==> config.mk <==
export PLATFORM = sky130hd
export DESIGN_NAME = spi_reg_access
export DESIGN_NICKNAME = d
export VERILOG_FILES = /design/src/rtl/spi_pkg.sv /design/src/rtl/spi_cycle_timer.sv /design/src/rtl/spi_reg_access.sv
export SDC_FILE = /design/constraint.sdc
export NUM_CORES = 1
export LEC_CHECK = 0
export CAP_MARGIN = 20
export CORE_ASPECT_RATIO = 1.1
export CORE_MARGIN = 4
export CORE_UTILIZATION = 54
export CTS_BUF_LIST = sky130_fd_sc_hd__clkbuf_8
export DETAILED_ROUTE_END_ITERATION = 7
export HOLD_SLACK_MARGIN = 0.1
export PLACE_DENSITY = 0.87
export SYNTH_ARGS = -nofsm -noshare
export SYNTH_HDL_FRONTEND = slang
export SYNTH_HIERARCHICAL = 1
export SYNTH_SLANG_ARGS = --single-unit
==> constraint.sdc <==
create_clock -name clk -period 4.9 [get_ports clk]
set_input_delay 1.225 -clock clk [delete_from_list [all_inputs] [get_ports clk]]
set_output_delay 1.225 -clock clk [all_outputs]
set_load 0.02 [all_outputs]
==> src/rtl/spi_pkg.sv <==
// Shared types for the SPI register-access sequencer: FSM states, the 16-bit
// frame layout and small constant helpers.
package spi_pkg;

  typedef enum logic [2:0] {
    IDLE,
    SETUP,
    SEND,
    WAIT_RX,
    HOLD,
    RESP,
    GAP
  } spi_ra_state_e;

  localparam int FRAME_W        = 16;
  localparam int FRAME_RW_BIT   = 15;
  localparam int FRAME_ADDR_MSB = 14;
  localparam int FRAME_ADDR_LSB = 8;
  localparam int FRAME_DATA_MSB = 7;
  localparam int FRAME_DATA_LSB = 0;

  typedef struct packed {
    logic       rw;
    logic [6:0] addr;
    logic [7:0] data;
  } spi_frame_t;

  function automatic int max_int(input int a, input int b);
    return (a > b) ? a : b;
  endfunction

  // Reads carry a zero data byte so the slave sees a clean command word.
  function automatic spi_frame_t pack_frame(input logic       wr,
                                            input logic [6:0] addr,
                                            input logic [7:0] wdata,
                                            input logic       read_bit);
    spi_frame_t f;
    f.rw   = wr ? ~read_bit : read_bit;
    f.addr = addr;
    f.data = wr ? wdata : 8'h00;
    return f;
  endfunction

endpackage

==> src/rtl/spi_cycle_timer.sv <==
// Loadable down-counter shared by every timed sequencer state; it stops at
// zero instead of wrapping.
module spi_cycle_timer #(
  parameter int WIDTH = 8
) (
  input  logic             clk,
  input  logic             rst_n,
  input  logic             load,
  input  logic [WIDTH-1:0] load_val,
  output logic [WIDTH-1:0] value,
  output logic             done
);

  logic [WIDTH-1:0] cnt_q;
  logic [WIDTH-1:0] cnt_d;

  always_comb begin
    cnt_d = cnt_q;
    if (load) begin
      cnt_d = load_val;
    end else if (cnt_q != '0) begin
      cnt_d = cnt_q - 1'b1;
    end
  end

  always_ff @(posedge clk) begin
    if (!rst_n) begin
      cnt_q <= '0;
    end else begin
      cnt_q <= cnt_d;
    end
  end

  assign value = cnt_q;
  assign done  = (cnt_q == '0);

endmodule

==> src/rtl/spi_reg_access.sv <==
// Host-side register access sequencer in front of the 16-bit SPI master:
// frames one read/write at a time and frames it with chip-select timing.
//
// state   | meaning
// IDLE    | cs_n high, waiting for a host request
// SETUP   | cs_n low, counting chip-select setup
// SEND    | frame offered to the master until it is taken
// WAIT_RX | waiting for the received word or the timeout
// HOLD    | cs_n still low, counting chip-select hold
// RESP    | response presented to the host
// GAP     | cs_n high, enforced idle time before the next request
module spi_reg_access
  import spi_pkg::*;
#(
  parameter int   CS_SETUP_CYC = 4,
  parameter int   CS_HOLD_CYC  = 4,
  parameter int   GAP_CYC      = 8,
  parameter int   TIMEOUT_CYC  = 1024,
  parameter logic READ_BIT_VAL = 1'b1
) (
  input  logic        clk,
  input  logic        rst_n,
  input  logic        req_valid,
  output logic        req_ready,
  input  logic        req_wr,
  input  logic [6:0]  req_addr,
  input  logic [7:0]  req_wdata,
  output logic        rsp_valid,
  input  logic        rsp_ready,
  output logic [7:0]  rsp_rdata,
  output logic        rsp_err,
  output logic        m_valid,
  input  logic        m_ready,
  output logic [15:0] m_data,
  input  logic        m_rvalid,
  input  logic [15:0] m_rdata,
  output logic        cs_n
);

  localparam int MAX_CYC = max_int(max_int(CS_SETUP_CYC, CS_HOLD_CYC),
                                   max_int(GAP_CYC, TIMEOUT_CYC));
  localparam int TMR_W   = $clog2(MAX_CYC + 1);

  spi_ra_state_e state_q, state_d;
  spi_frame_t    frame_q, frame_d;
  logic          cs_n_q, cs_n_d;
  logic          m_valid_q, m_valid_d;
  logic [15:0]   m_data_q, m_data_d;
  logic          rsp_valid_q, rsp_valid_d;
  logic [7:0]    rsp_rdata_q, rsp_rdata_d;
  logic          rsp_err_q, rsp_err_d;

  logic             tmr_load;
  logic [TMR_W-1:0] tmr_load_val;
  logic [TMR_W-1:0] tmr_value_unused;
  logic             tmr_done;
  logic             rx_hi_unused;

  assign rx_hi_unused = ^m_rdata[FRAME_W-1:FRAME_DATA_MSB+1];

  spi_cycle_timer #(
    .WIDTH (TMR_W)
  ) u_timer (
    .clk      (clk),
    .rst_n    (rst_n),
    .load     (tmr_load),
    .load_val (tmr_load_val),
    .value    (tmr_value_unused),
    .done     (tmr_done)
  );

  always_comb begin
    state_d      = state_q;
    frame_d      = frame_q;
    cs_n_d       = cs_n_q;
    m_valid_d    = m_valid_q;
    m_data_d     = m_data_q;
    rsp_valid_d  = rsp_valid_q;
    rsp_rdata_d  = rsp_rdata_q;
    rsp_err_d    = rsp_err_q;
    tmr_load     = 1'b0;
    tmr_load_val = '0;

    case (state_q)
      IDLE: begin
        if (req_valid) begin
          frame_d      = pack_frame(req_wr, req_addr, req_wdata, READ_BIT_VAL);
          rsp_rdata_d  = 8'h00;
          rsp_err_d    = 1'b0;
          cs_n_d       = 1'b0;
          tmr_load     = 1'b1;
          // Timed states load N-1 so that the state lasts exactly N cycles.
          tmr_load_val = TMR_W'(CS_SETUP_CYC - 1);
          state_d      = SETUP;
        end
      end
      SETUP: begin
        if (tmr_done) begin
          m_valid_d = 1'b1;
          m_data_d  = frame_q;
          state_d   = SEND;
        end
      end
      SEND: begin
        if (m_ready) begin
          m_valid_d    = 1'b0;
          tmr_load     = 1'b1;
          tmr_load_val = TMR_W'(TIMEOUT_CYC);
          state_d      = WAIT_RX;
        end
      end
      WAIT_RX: begin
        // A word arriving on the terminal-count cycle still counts as a reply.
        if (m_rvalid) begin
          rsp_rdata_d  = (frame_q.rw == READ_BIT_VAL) ?
                         m_rdata[FRAME_DATA_MSB:FRAME_DATA_LSB] : 8'h00;
          rsp_err_d    = 1'b0;
          tmr_load     = 1'b1;
          tmr_load_val = TMR_W'(CS_HOLD_CYC - 1);
          state_d      = HOLD;
        end else if (tmr_done) begin
          rsp_rdata_d  = 8'h00;
          rsp_err_d    = 1'b1;
          tmr_load     = 1'b1;
          tmr_load_val = TMR_W'(CS_HOLD_CYC - 1);
          state_d      = HOLD;
        end
      end
      HOLD: begin
        if (tmr_done) begin
          cs_n_d      = 1'b1;
          rsp_valid_d = 1'b1;
          state_d     = RESP;
        end
      end
      RESP: begin
        if (rsp_ready) begin
          rsp_valid_d  = 1'b0;
          tmr_load     = 1'b1;
          tmr_load_val = TMR_W'(GAP_CYC - 1);
          state_d      = GAP;
        end
      end
      GAP: begin
        if (tmr_done) begin
          state_d = IDLE;
        end
      end
      default: begin
        state_d = IDLE;
      end
    endcase
  end

  always_ff @(posedge clk) begin
    if (!rst_n) begin
      state_q     <= IDLE;
      frame_q     <= '0;
      cs_n_q      <= 1'b1;
      m_valid_q   <= 1'b0;
      m_data_q    <= '0;
      rsp_valid_q <= 1'b0;
      rsp_rdata_q <= '0;
      rsp_err_q   <= 1'b0;
    end else begin
      state_q     <= state_d;
      frame_q     <= frame_d;
      cs_n_q      <= cs_n_d;
      m_valid_q   <= m_valid_d;
      m_data_q    <= m_data_d;
      rsp_valid_q <= rsp_valid_d;
      rsp_rdata_q <= rsp_rdata_d;
      rsp_err_q   <= rsp_err_d;
    end
  end

  assign req_ready = (state_q == IDLE);
  assign cs_n      = cs_n_q;
  assign m_valid   = m_valid_q;
  assign m_data    = m_data_q;
  assign rsp_valid = rsp_valid_q;
  assign rsp_rdata = rsp_rdata_q;
  assign rsp_err   = rsp_err_q;

endmodule

After elaboration in Yosys (flattened, before gate mapping)
Index checks and enable logic that the tools add are counted.

Output and inout port bits: 29. Bits in registers: 58. Bits of input ports: 38.

Equality and inequality tests: 13. Add/sub/neg operators: 1. Multiplexer cells: 39. Reduce and logical (&&, ||, !) cells: 15.

Operators by type and width (count): 11-bit one-hot mux with 4 select lines (1); 8-bit 2-to-1 mux (5); 11-bit 2-to-1 mux (3); 3-bit 2-to-1 mux (9); 3-bit one-hot mux with 7 select lines (1); 8-bit one-hot mux with 2 select lines (1); 2-bit != test (second input constant) (6); 3-bit AND reduction (4); 11-bit zero test (1); 1-bit 2-to-1 mux (11); 11-bit nonzero test (1); 11-bit by 1-bit subtractor with 11-bit output (second input constant) (1); 2-bit nonzero test (5); 3-bit equality test (second input constant) (3); 1-bit one-hot mux with 2 select lines (4); 7-bit AND reduction (1); 3-bit by 2-bit equality test with 1-bit output (second input constant) (2); 2-bit 2-to-1 mux (3); 1-bit one-hot mux with 4 select lines (1); 2-bit AND reduction (2); 3-bit by 1-bit equality test with 1-bit output (second input constant) (1); 3-bit zero test (1); 3-bit != test (second input constant) (1).

Longest topological paths before layout
Gate-level depths: netlist (run 1).

Depth after elaboration: 5. Mapped depth: 13. Mapped depth without buffers: 11.

By module
The synthesis (run 1) kept the hierarchy.

Modules (own cells, without submodules): spi_reg_access (times used 1, area each 1943.1 sq um, cells an instance 223); spi_cycle_timer (times used 1, area each 633.1 sq um, cells an instance 73).

Worst setup path after synthesis (run 1)
Ideal clock, no wire load.

Kind: register to register. Start point: register u_timer.cnt_q[0] (netlist: u_timer/value[0]). End point: register u_timer.cnt_q[7] (netlist: u_timer/value[7]). Stages on the path, launching flop included: 13. Data required time: 4783 ps. Setup time: 117 ps. Arrival time: 2691 ps. Path slack: 2091 ps. Clock period less this slack: 2809 ps. Cell sequence: dfxtp_1 inv_1 ha_1 or4b_1 buf_2 nor4_4 o211ai_1 a21oi_2 or2_2 nand2b_1 clkbuf_1 nor3b_2 a32o_1.

Cells in the longest elaborated chain, start to end: 5.

RTL lines: start, declared (line spi_cycle_timer.sv:14) `logic [WIDTH-1:0] cnt_q;`; start signal, assigned (line spi_cycle_timer.sv:30) `cnt_q <= cnt_d;`; 11-bit zero test * (line spi_cycle_timer.sv:35) `assign done = (cnt_q == '0);`; net tmr_done (line spi_reg_access.sv:56) `logic tmr_done;`; 1-bit 2-to-1 mux * (line spi_reg_access.sv:121) `end else if (tmr_done) begin`; 1-bit 2-to-1 mux * (line spi_reg_access.sv:114) `if (m_rvalid) begin`; 1-bit one-hot mux with 4 select lines * (line spi_reg_access.sv:84) `case (state_q)`; net tmr_load (line spi_reg_access.sv:53) `logic tmr_load;`; 11-bit 2-to-1 mux or 2-bit nonzero test (tied branches).

The timed path passes the listed nets; every way through them passes the cells marked *. The select of a mux whose other input is x is not followed. A chain may end at the register's enable or synchronous reset.

Worst setup path in the final report (run 1)
Start point: register u_timer.cnt_q[0] (netlist: u_timer/value[0]). End point: register u_timer.cnt_q[8] (netlist: u_timer/value[8]).

Same word-level chain as after synthesis.

==> tab_implementation.tex, run 1 <==
\begin{tabular}{lr}
\hline
Metric & Value \\
\hline
\multicolumn{2}{l}{\textbf{Timing}} \\
Unrepaired setup endpoints after global routing & no \\
Final critical-path setup slack & 1563 ps \\
Slew Limit Headroom & $\sim$56\% \\
Post-route clock skew & 8.291 ps \\
Number of failing setup endpoints in the final timing report & 0 \\
Total Neg Setup Slack & 0 ps \\
Final Slew Violations & 0 \\
Ratio of final minimum period to clock period & 68.10\% \\
Slew of the pin with the lowest slew margin & around 660 ps \\
Final critical-path required period & approximately 3300 ps \\
Fin. Hold Viols & 0 \\
F\_max & between 200 and 300 MHz \\
\multicolumn{2}{l}{\textbf{Critical path}} \\
Buf/Inv on CP & 3 \\
Gate family responsible for the most delay along the worst path & simple AND/OR/NAND/NOR gates \\
Setup Crit Path Kind & register to register \\
Cells along the critical path & inv\_1 > ha\_1 > or4b\_1 > nor4\_4 > buf\_4 > o211ai\_1 > a21oi\_2 > or2\_2 > nand2b\_1 > inv\_1 > o221a\_2 \\
Slowest CP cell & or4b\_1 \\
WP data required & slightly above 5000 ps \\
Type of element launching the critical path & register \\
Crit Path Max Fanout & 18 \\
Minimum setup slack among reg-to-reg paths & around 1600 ps \\
Crit path largest cell delay & 620 ps \\
Library cell appearing most often on the critical path & inv\_1 \\
Data arrival time of the worst path & around 3600 ps \\
Kind of capture point of the worst setup path & register \\
\multicolumn{2}{l}{\textbf{Routing}} \\
Vias per Instance & 5.605 \\
Detailed router's first-iteration violation count & 85 \\
Detailed-route wire length & roughly 5900 um \\
Wire length per cell & around 14 um \\
Total DRC errors in the routed layout & 0 \\
Vias post-DR & $\sim$2300 \\
Iteration count of the initial detailed-routing pass & 4 \\
Number of antenna-violating nets in the routed design & 0 \\
\multicolumn{2}{l}{\textbf{Power}} \\
Static Leak & between 1 and 1.5 nW \\
Internal Dissipation & about 0.0011 W \\
Power density relative to cell area & 505.8 mW/mm\^{}2 \\
Fraction of power consumed by sequential logic & 37.5\% \\
Net switching component of the power & just under 0.0006 W \\
Clock network power share & between 30\% and 40\% \\
Switching part of the total & about 34\% \\
Peak supply drop & 0.0002820 V \\
Relative contribution of combinational cells to total power & a little under a third \\
\multicolumn{2}{l}{\textbf{Final layout}} \\
Multi-input combinational cell area & about 0.0013 mm\^{}2 \\
Number of antenna repair diodes & 0 \\
Sequential cell area & 0.001161 mm\^{}2 \\
\# nets final & between 300 and 400 \\
Share of final-layout standard cells stronger than drive strength 1 & just under 7\% \\
Area overhead of the layout relative to synthesis & 31.37\% \\
Count of filler cells inserted in the layout & between 300 and 400 \\
\multicolumn{2}{l}{\textbf{Synth}} \\
Yosys Warn Count & 6 \\
Sequential fraction of the synthesis area & roughly 45\% \\
Number of enable flip-flop cells after synthesis & 0 \\
Async set or reset register ratio after synthesis & 0\% \\
Number of distinct library cells after synthesis & 54 \\
\#FFs+latches synth & slightly below 60 \\
Post-synthesis average cell area & around 8.7 um\^{}2 \\
Post-synthesis instance total & slightly below 300 \\
Area of the mapped netlist & roughly 0.0026 mm\^{}2 \\
Primary FF master, synth & dfxtp\_1 \\
\multicolumn{2}{l}{\textbf{Global routing}} \\
Largest net degree at the start of global routing & 37 \\
Initial antenna violation count & 0 \\
Number of global-route vias before repair & roughly 2100 \\
Overall Global Routing Usage & about a fifth \\
Total gr overflow & 0 \\
First-pass GRT wire length & approximately 9400 um \\
\multicolumn{2}{l}{\textbf{Clocking}} \\
Post CTS Setup Buffer Count & 0 \\
Post-CTS sizing & 0 \\
Number of buffers inserted during clock tree synthesis & 9 \\
H-tree levels & 3 \\
Worst-skew pair later-pin latency & roughly 330 ps \\
Clk sink count & 58 \\
Clock root buffer & clkbuf\_8 \\
Hold-fix buffers at CTS & 0 \\
Clock transition at path regs & around 70 ps \\
Buffer levels on the longest clock path & 2 \\
Clock tree from TritonCTS & built \\
\multicolumn{2}{l}{\textbf{Floorplan}} \\
Effective utilization at floorplan & 55.77\% \\
CORE AREA & 0.004619 mm\^{}2 \\
Rows & 26 \\
Area of the die & 0.005941 mm\^{}2 \\
Die width & between 70 and 80 um \\
Height of the die & $\sim$80 um \\
I/O pin count & 67 \\
\multicolumn{2}{l}{\textbf{Job}} \\
Max-cap viol count & 0 \\
\multicolumn{2}{l}{\textbf{Place}} \\
Post-placement setup slack & approximately 1300 ps \\
HPWL after detailed placement & around 3800 um \\
Number of input and output port buffers inserted & 58 \\
Gpl congestion & 0.8067 \\
\multicolumn{2}{l}{\textbf{Hold path}} \\
Worst Hold Class & register to register \\
\multicolumn{2}{l}{\textbf{Status}} \\
Run status & completed \\
\hline
\end{tabular}
==> registers in the layout, summed over array words and instances (netlist names), 3 cells and up <==
register and flops:
frame_q 16, m_data 16, rsp_rdata 8, state_q 3, u_timer/value 11
==> synthesized netlist by cell type, types with 2 or more instances <==
master / number / area share, %
buf_6: 3 / 1.3
dfxtp_1: 58 / 45
o31ai_1: 4 / 1.2
o211ai_1: 2 / 0.58
a22o_1: 8 / 2.7
a21oi_1: 9 / 1.7
a211o_1: 2 / 0.68
o21ai_0: 9 / 1.7
nor4_1: 3 / 0.73
nand2_1: 64 / 9.3
nor2_1: 6 / 0.87
nand4_1: 3 / 0.73
buf_2: 10 / 1.9
buf_4: 2 / 0.58
and2_1: 4 / 0.97
a21boi_0: 32 / 9.3
or4_1: 3 / 0.87
xor2_1: 2 / 0.68
clkbuf_1: 9 / 1.3
a31oi_1: 2 / 0.49
nand3_1: 14 / 2.7
and3_1: 4 / 0.97
a32o_1: 3 / 1.2
nor2b_1: 3 / 0.73
inv_1: 8 / 1.2
==> cells by family after synthesis <==
logic type,Yosys count,share of synthesized area [%]
XOR/XNOR,3,1.020
AO/OA/AOI/OAI,84,24.28
flip-flops,58,45.07
AND/OR/NAND/NOR,117,22.68
buffers and inverters,32,6.314
other,1,0.1456
adder cells (fa/ha/maj),1,0.4856
==> through the flow <==
step	hold slack [ps]	instance area [um^2]	cells	util (%)	power, W
2_1_floorplan	431.0	2599	302	-	0.001050
3_3_place_gp	439.1	3132	394	67.80	0.001135
3_5_place_dp	444.0	3132	394	67.80	0.001149
4_1_cts	460.3	3385	410	73.27	0.001709
5_1_grt	476.5	3385	410	73.27	0.001805
6_report	456.4	3385	410	73.27	0.001712
==> final timing paths <==
kind / start / end / cells past startpoint
worst max-delay path: u_timer/value[0] / u_timer/value[8] / 11
worst min-delay path: frame_q[1] / frame_q[1] / 2
worst max register to register: u_timer/value[0] / u_timer/value[8] / 11
worst min register to register: frame_q[1] / frame_q[1] / 2
==> cell usage in the layout (no fill, tap or decap), types with 2 or more instances in the layout <==
master           instances
nand2_1                 64
dfxtp_1                 58
clkdlybuf4s50_1         58
a21boi_0                32
nand3_1                 14
clkbuf_8                11
inv_1                    9
a21oi_1                  9
o21ai_0                  9
a22o_1                   8
conb_1                   7
nor2_1                   6
and3_1                   4
and2_1                   4
o31ai_1                  4
nand4_1                  3
nor2b_1                  3
nor4_1                   3
a32o_1                   3
bufinv_16                3
or4_1                    3
o211ai_1                 2
a211o_1                  2
buf_4                    2
xor2_1                   2
a31oi_1                  2
==> final cells by class <==
class	instances	area share, %
clock buffers	11	4.473
clock inverters	5	2.994
inverters	8	0.8872
multi-input cells	212	37.67
flip-flops and latches	58	34.31
well taps	56	2.070
repair buffers	60	17.60
==> worst reg2reg max path, stage by stage (launching register included) <==
cell      delay (ps)
dfxtp_1          340
inv_1             80
ha_1             210
or4b_1           620
nor4_4           250
buf_4            250
o211ai_1         160
a21oi_2          190
or2_2            140
nand2b_1         350
inv_1            280
o221a_2          350
==> layer usage <==
layer  up-vias  GRT usage [%]  part of all wire (%)
met1      1084          23.77                    44
li1       1147              -                     -
met5         -              0                     0
met2        57          34.22                    49
met3        10          5.507                   5.0
met4         0          9.783                   1.8
==> power by group through the flow <==
stage / sequential, W / clock [W] / combinational, W
after floorplan: 0.000613 / 0 / 0.000437
after global placement: 0.000646 / 0 / 0.000490
after detailed placement: 0.000648 / 0 / 0.000501
after CTS: 0.000638 / 0.000560 / 0.000510
after global routing: 0.000653 / 0.000581 / 0.000571
final: 0.000641 / 0.000557 / 0.000514
(Power assumes the default switching activity.)
==> run 2: changes to the inputs <==
--- a/config.mk
+++ b/config.mk
@@ -8,11 +8,11 @@
 export CAP_MARGIN = 20
 export CORE_ASPECT_RATIO = 1.1
 export CORE_MARGIN = 4
-export CORE_UTILIZATION = 54
+export CORE_UTILIZATION = 45
 export CTS_BUF_LIST = sky130_fd_sc_hd__clkbuf_8
 export DETAILED_ROUTE_END_ITERATION = 7
 export HOLD_SLACK_MARGIN = 0.1
-export PLACE_DENSITY = 0.87
+export PLACE_DENSITY = 0.78
 export SYNTH_ARGS = -nofsm -noshare
 export SYNTH_HDL_FRONTEND = slang
 export SYNTH_HIERARCHICAL = 1
==> constraint.sdc (replaced) <==
create_clock -name clk -period 2.95 [get_ports clk]
set_input_delay 0.7375 -clock clk [delete_from_list [all_inputs] [get_ports clk]]
set_output_delay 0.7375 -clock clk [all_outputs]
set_load 0.02 [all_outputs]
==> run 2 against run 1 <==
- flip-flop and latch count unchanged
- largest cell class unchanged
- register-to-register slack got worse by 1400 ps
- count of clock-buffer cells in the layout down 1
- cell area grew 1.3%
- critical endpoint is now u_timer/value[7]
- largest power group unchanged
- clock skew increased by 0.95 ps
- clock power rose by 43%
- wire length about the same
- via count shrank 0.87%
==> tab_implementation.tex, run 2 (synthesis results as in run 1) <==
\begin{tabular}{lr}
\hline
Metric & Value \\
\hline
\multicolumn{2}{l}{\textbf{Status}} \\
Run status & completed (unchanged) \\
\multicolumn{2}{l}{\textbf{Critical path}} \\
Kind of capture point of the worst setup path & register (unchanged) \\
WP data required & 3170 ps (was 5120 ps) \\
Type of element launching the critical path & register (unchanged) \\
Buf/Inv on CP & 2 (was 3) \\
Setup Crit Path Kind & register to register (unchanged) \\
Gate family responsible for the most delay along the worst path & simple AND/OR/NAND/NOR gates (unchanged) \\
Crit Path Max Fanout & 9 (was 18) \\
Worst reg2reg path depth & 11 (unchanged) \\
Slowest CP cell & or4b\_1 (unchanged) \\
Crit path largest cell delay & 540 ps (was 620 ps) \\
Data arrival time of the worst path & 2970 ps (was 3560 ps) \\
Cells along the critical path & inv\_1 > ha\_1 > or4b\_1 > nor4\_4 > o211ai\_1 > a21oi\_2 > or2\_2 > nand2b\_1 > buf\_4 > nor3b\_2 > a32o\_1 (was inv\_1 > ha\_1 > or4b\_1 > nor4\_4 > buf\_4 > o211ai\_1 > a21oi\_2 > or2\_2 > nand2b\_1 > inv\_1 > o221a\_2) \\
Launch instance of the worst register-to-register path & u\_timer/value[0] (unchanged) \\
Timing startpoint of the critical path & u\_timer/value[0] (unchanged) \\
Stages on the worst setup path & 11 (unchanged) \\
\multicolumn{2}{l}{\textbf{Hold path}} \\
Cell depth of the worst min-delay path & 2 (unchanged) \\
Worst Hold Class & register to register (unchanged) \\
Critical hold path startpoint & frame\_q[1] (unchanged) \\
\multicolumn{2}{l}{\textbf{Final layout}} \\
\# nets final & 395 (was 388) \\
Sequential cell area & 0.001161 mm\^{}2 (unchanged) \\
Most common cell after layout, fill and taps aside & nand2\_1 (unchanged) \\
Number of antenna repair diodes & 0 (unchanged) \\
Area overhead of the layout relative to synthesis & 33.03\% (was 31.37\%) \\
Share of final-layout standard cells stronger than drive strength 1 & 8.864\% (was 6.780\%) \\
Multi-input combinational cell area & 0.001275 mm\^{}2 (unchanged) \\
Commonest non-fill, non-tap cells in the layout & nand2\_1, dfxtp\_1, clkdlybuf4s50\_1 (unchanged) \\
Count of filler cells inserted in the layout & 512 (was 344) \\
\multicolumn{2}{l}{\textbf{Global routing}} \\
Largest net degree at the start of global routing & 32 (was 37) \\
First-pass GRT wire length & 10020 um (was 9411 um) \\
Initial antenna violation count & 0 (unchanged) \\
Overall Global Routing Usage & 18.06\% (was 20.45\%) \\
Number of global-route vias before repair & 2212 (was 2113) \\
Total gr overflow & 0 (unchanged) \\
\multicolumn{2}{l}{\textbf{Power}} \\
Power density relative to cell area & 808.7 mW/mm\^{}2 (was 505.8 mW/mm\^{}2) \\
Peak supply drop & 0.0003986 V (was 0.0002820 V) \\
Static Leak & 1.272 nW (was 1.252 nW) \\
\multicolumn{2}{l}{\textbf{Routing}} \\
Number of antenna-violating nets in the routed design & 0 (unchanged) \\
Iteration count of the initial detailed-routing pass & 4 (unchanged) \\
Wire length per cell & 13.51 um (was 14.36 um) \\
Vias per Instance & 5.225 (was 5.605) \\
Detailed router's first-iteration violation count & 120 (was 85) \\
Vias post-DR & 2278 (was 2298) \\
Detailed-route wire length & 5892 um (was 5888 um) \\
Total DRC errors in the routed layout & 0 (unchanged) \\
\multicolumn{2}{l}{\textbf{Job}} \\
Max-cap viol count & 0 (unchanged) \\
\multicolumn{2}{l}{\textbf{Clocking}} \\
Number of buffers inserted during clock tree synthesis & 9 (unchanged) \\
Clock transition at path regs & 70 ps (about the same) \\
H-tree levels & 3 (unchanged) \\
Clock root buffer & clkbuf\_8 (unchanged) \\
Clock tree from TritonCTS & built (unchanged) \\
Clk sink count & 58 (unchanged) \\
Buffer levels on the longest clock path & 2 (unchanged) \\
Post CTS Setup Buffer Count & 0 (unchanged) \\
Worst-skew pair later-pin latency & 330 ps (about the same) \\
\multicolumn{2}{l}{\textbf{Timing}} \\
Unrepaired setup endpoints after global routing & no (unchanged) \\
Slew of the pin with the lowest slew margin & 630.2 ps (was 658.1 ps) \\
Slew Limit Headroom & 57.90\% (was 56.01\%) \\
Final critical-path required period & 2747 ps (was 3337 ps) \\
Ratio of final minimum period to clock period & 93.12\% (was 68.10\%) \\
F\_max & 364.0 MHz (was 299.7 MHz) \\
Final Slew Violations & 0 (unchanged) \\
Fin. Hold Viols & 0 (unchanged) \\
Total Neg Setup Slack & 0 ps (unchanged) \\
Final critical-path setup slack & 203.0 ps (was 1563 ps) \\
Number of failing setup endpoints in the final timing report & 0 (unchanged) \\
Post-route clock skew & 9.240 ps (was 8.291 ps) \\
\multicolumn{2}{l}{\textbf{Floorplan}} \\
Area of the die & 0.007001 mm\^{}2 (was 0.005941 mm\^{}2) \\
Die width & 80.14 um (was 73.86 um) \\
Effective utilization at floorplan & 47.14\% (was 55.77\%) \\
Rows & 28 (was 26) \\
CORE AREA & 0.005465 mm\^{}2 (was 0.004619 mm\^{}2) \\
I/O pin count & 67 (unchanged) \\
Height of the die & 87.36 um (was 80.44 um) \\
\multicolumn{2}{l}{\textbf{Place}} \\
Gpl congestion & 0.7944 (was 0.8067) \\
Post-placement setup slack & 125.2 ps (was 1343 ps) \\
Number of input and output port buffers inserted & 58 (unchanged) \\
HPWL after detailed placement & 4014 um (was 3784 um) \\
\hline
\end{tabular}
-- run 2: metal layers --
layer / track usage (%) / wire, um / vias to the layer above
li1: - / - / 1168
met1: 21.92 / 2679 / 1026
met2: 29.59 / 2791 / 73
met3: 4.348 / 321 / 11
met4: 9.217 / 99 / 0
met5: 0 / 0 / -
-- run 2: worst reg2reg max path, cell delays in order (launching register included) --
cell and delay [ps]:
dfxtp_1 330, inv_1 90, ha_1 220, or4b_1 540, nor4_4 280, o211ai_1 180, a21oi_2 210, or2_2 140
nand2b_1 180, buf_4 200, nor3b_2 60, a32o_1 200
-- run 2: cell type report --
class	instances	share of cell area, %
well taps	75	2.738
clock inverters	6	2.373
repair buffers	67	18.91
flip-flops and latches	58	33.88
multi-input cells	212	37.20
clock buffers	10	4.016
inverters	8	0.8762
-- run 2: repair_timing --
item                                    in CTS  in global routing
resized for setup                            0                  1
endpoints found under the setup margin       0                  2
hold buffers                                 0                  0
-- run 2: worst paths after layout --
check / slack [ps] / end
hold reg to reg: 450 / frame_q[1]
setup reg to reg: 200 / u_timer/value[7]
setup / recovery: 200 / u_timer/value[7]
hold / removal: 450 / frame_q[1]
-- run 2: where the power goes --
group,switching [W],internal [W]
Combinational,0.000519,0.000401
Sequential,0.000146,0.000909
Clock,0.000304,0.000492
Total,0.000969,0.00180
-- run 2: metrics by stage --
step	cells	util (%)	instance area [um^2]	hold slack, ps	total power [W]
after floorplan	302	-	2599	431.0	0.001744
after global placement	420	58.70	3208	440.3	0.001936
after detailed placement	420	58.70	3208	444.5	0.001965
after CTS	436	62.71	3427	454.7	0.002783
after global routing	436	62.71	3427	464.5	0.002957
final	436	62.71	3427	451.4	0.002771
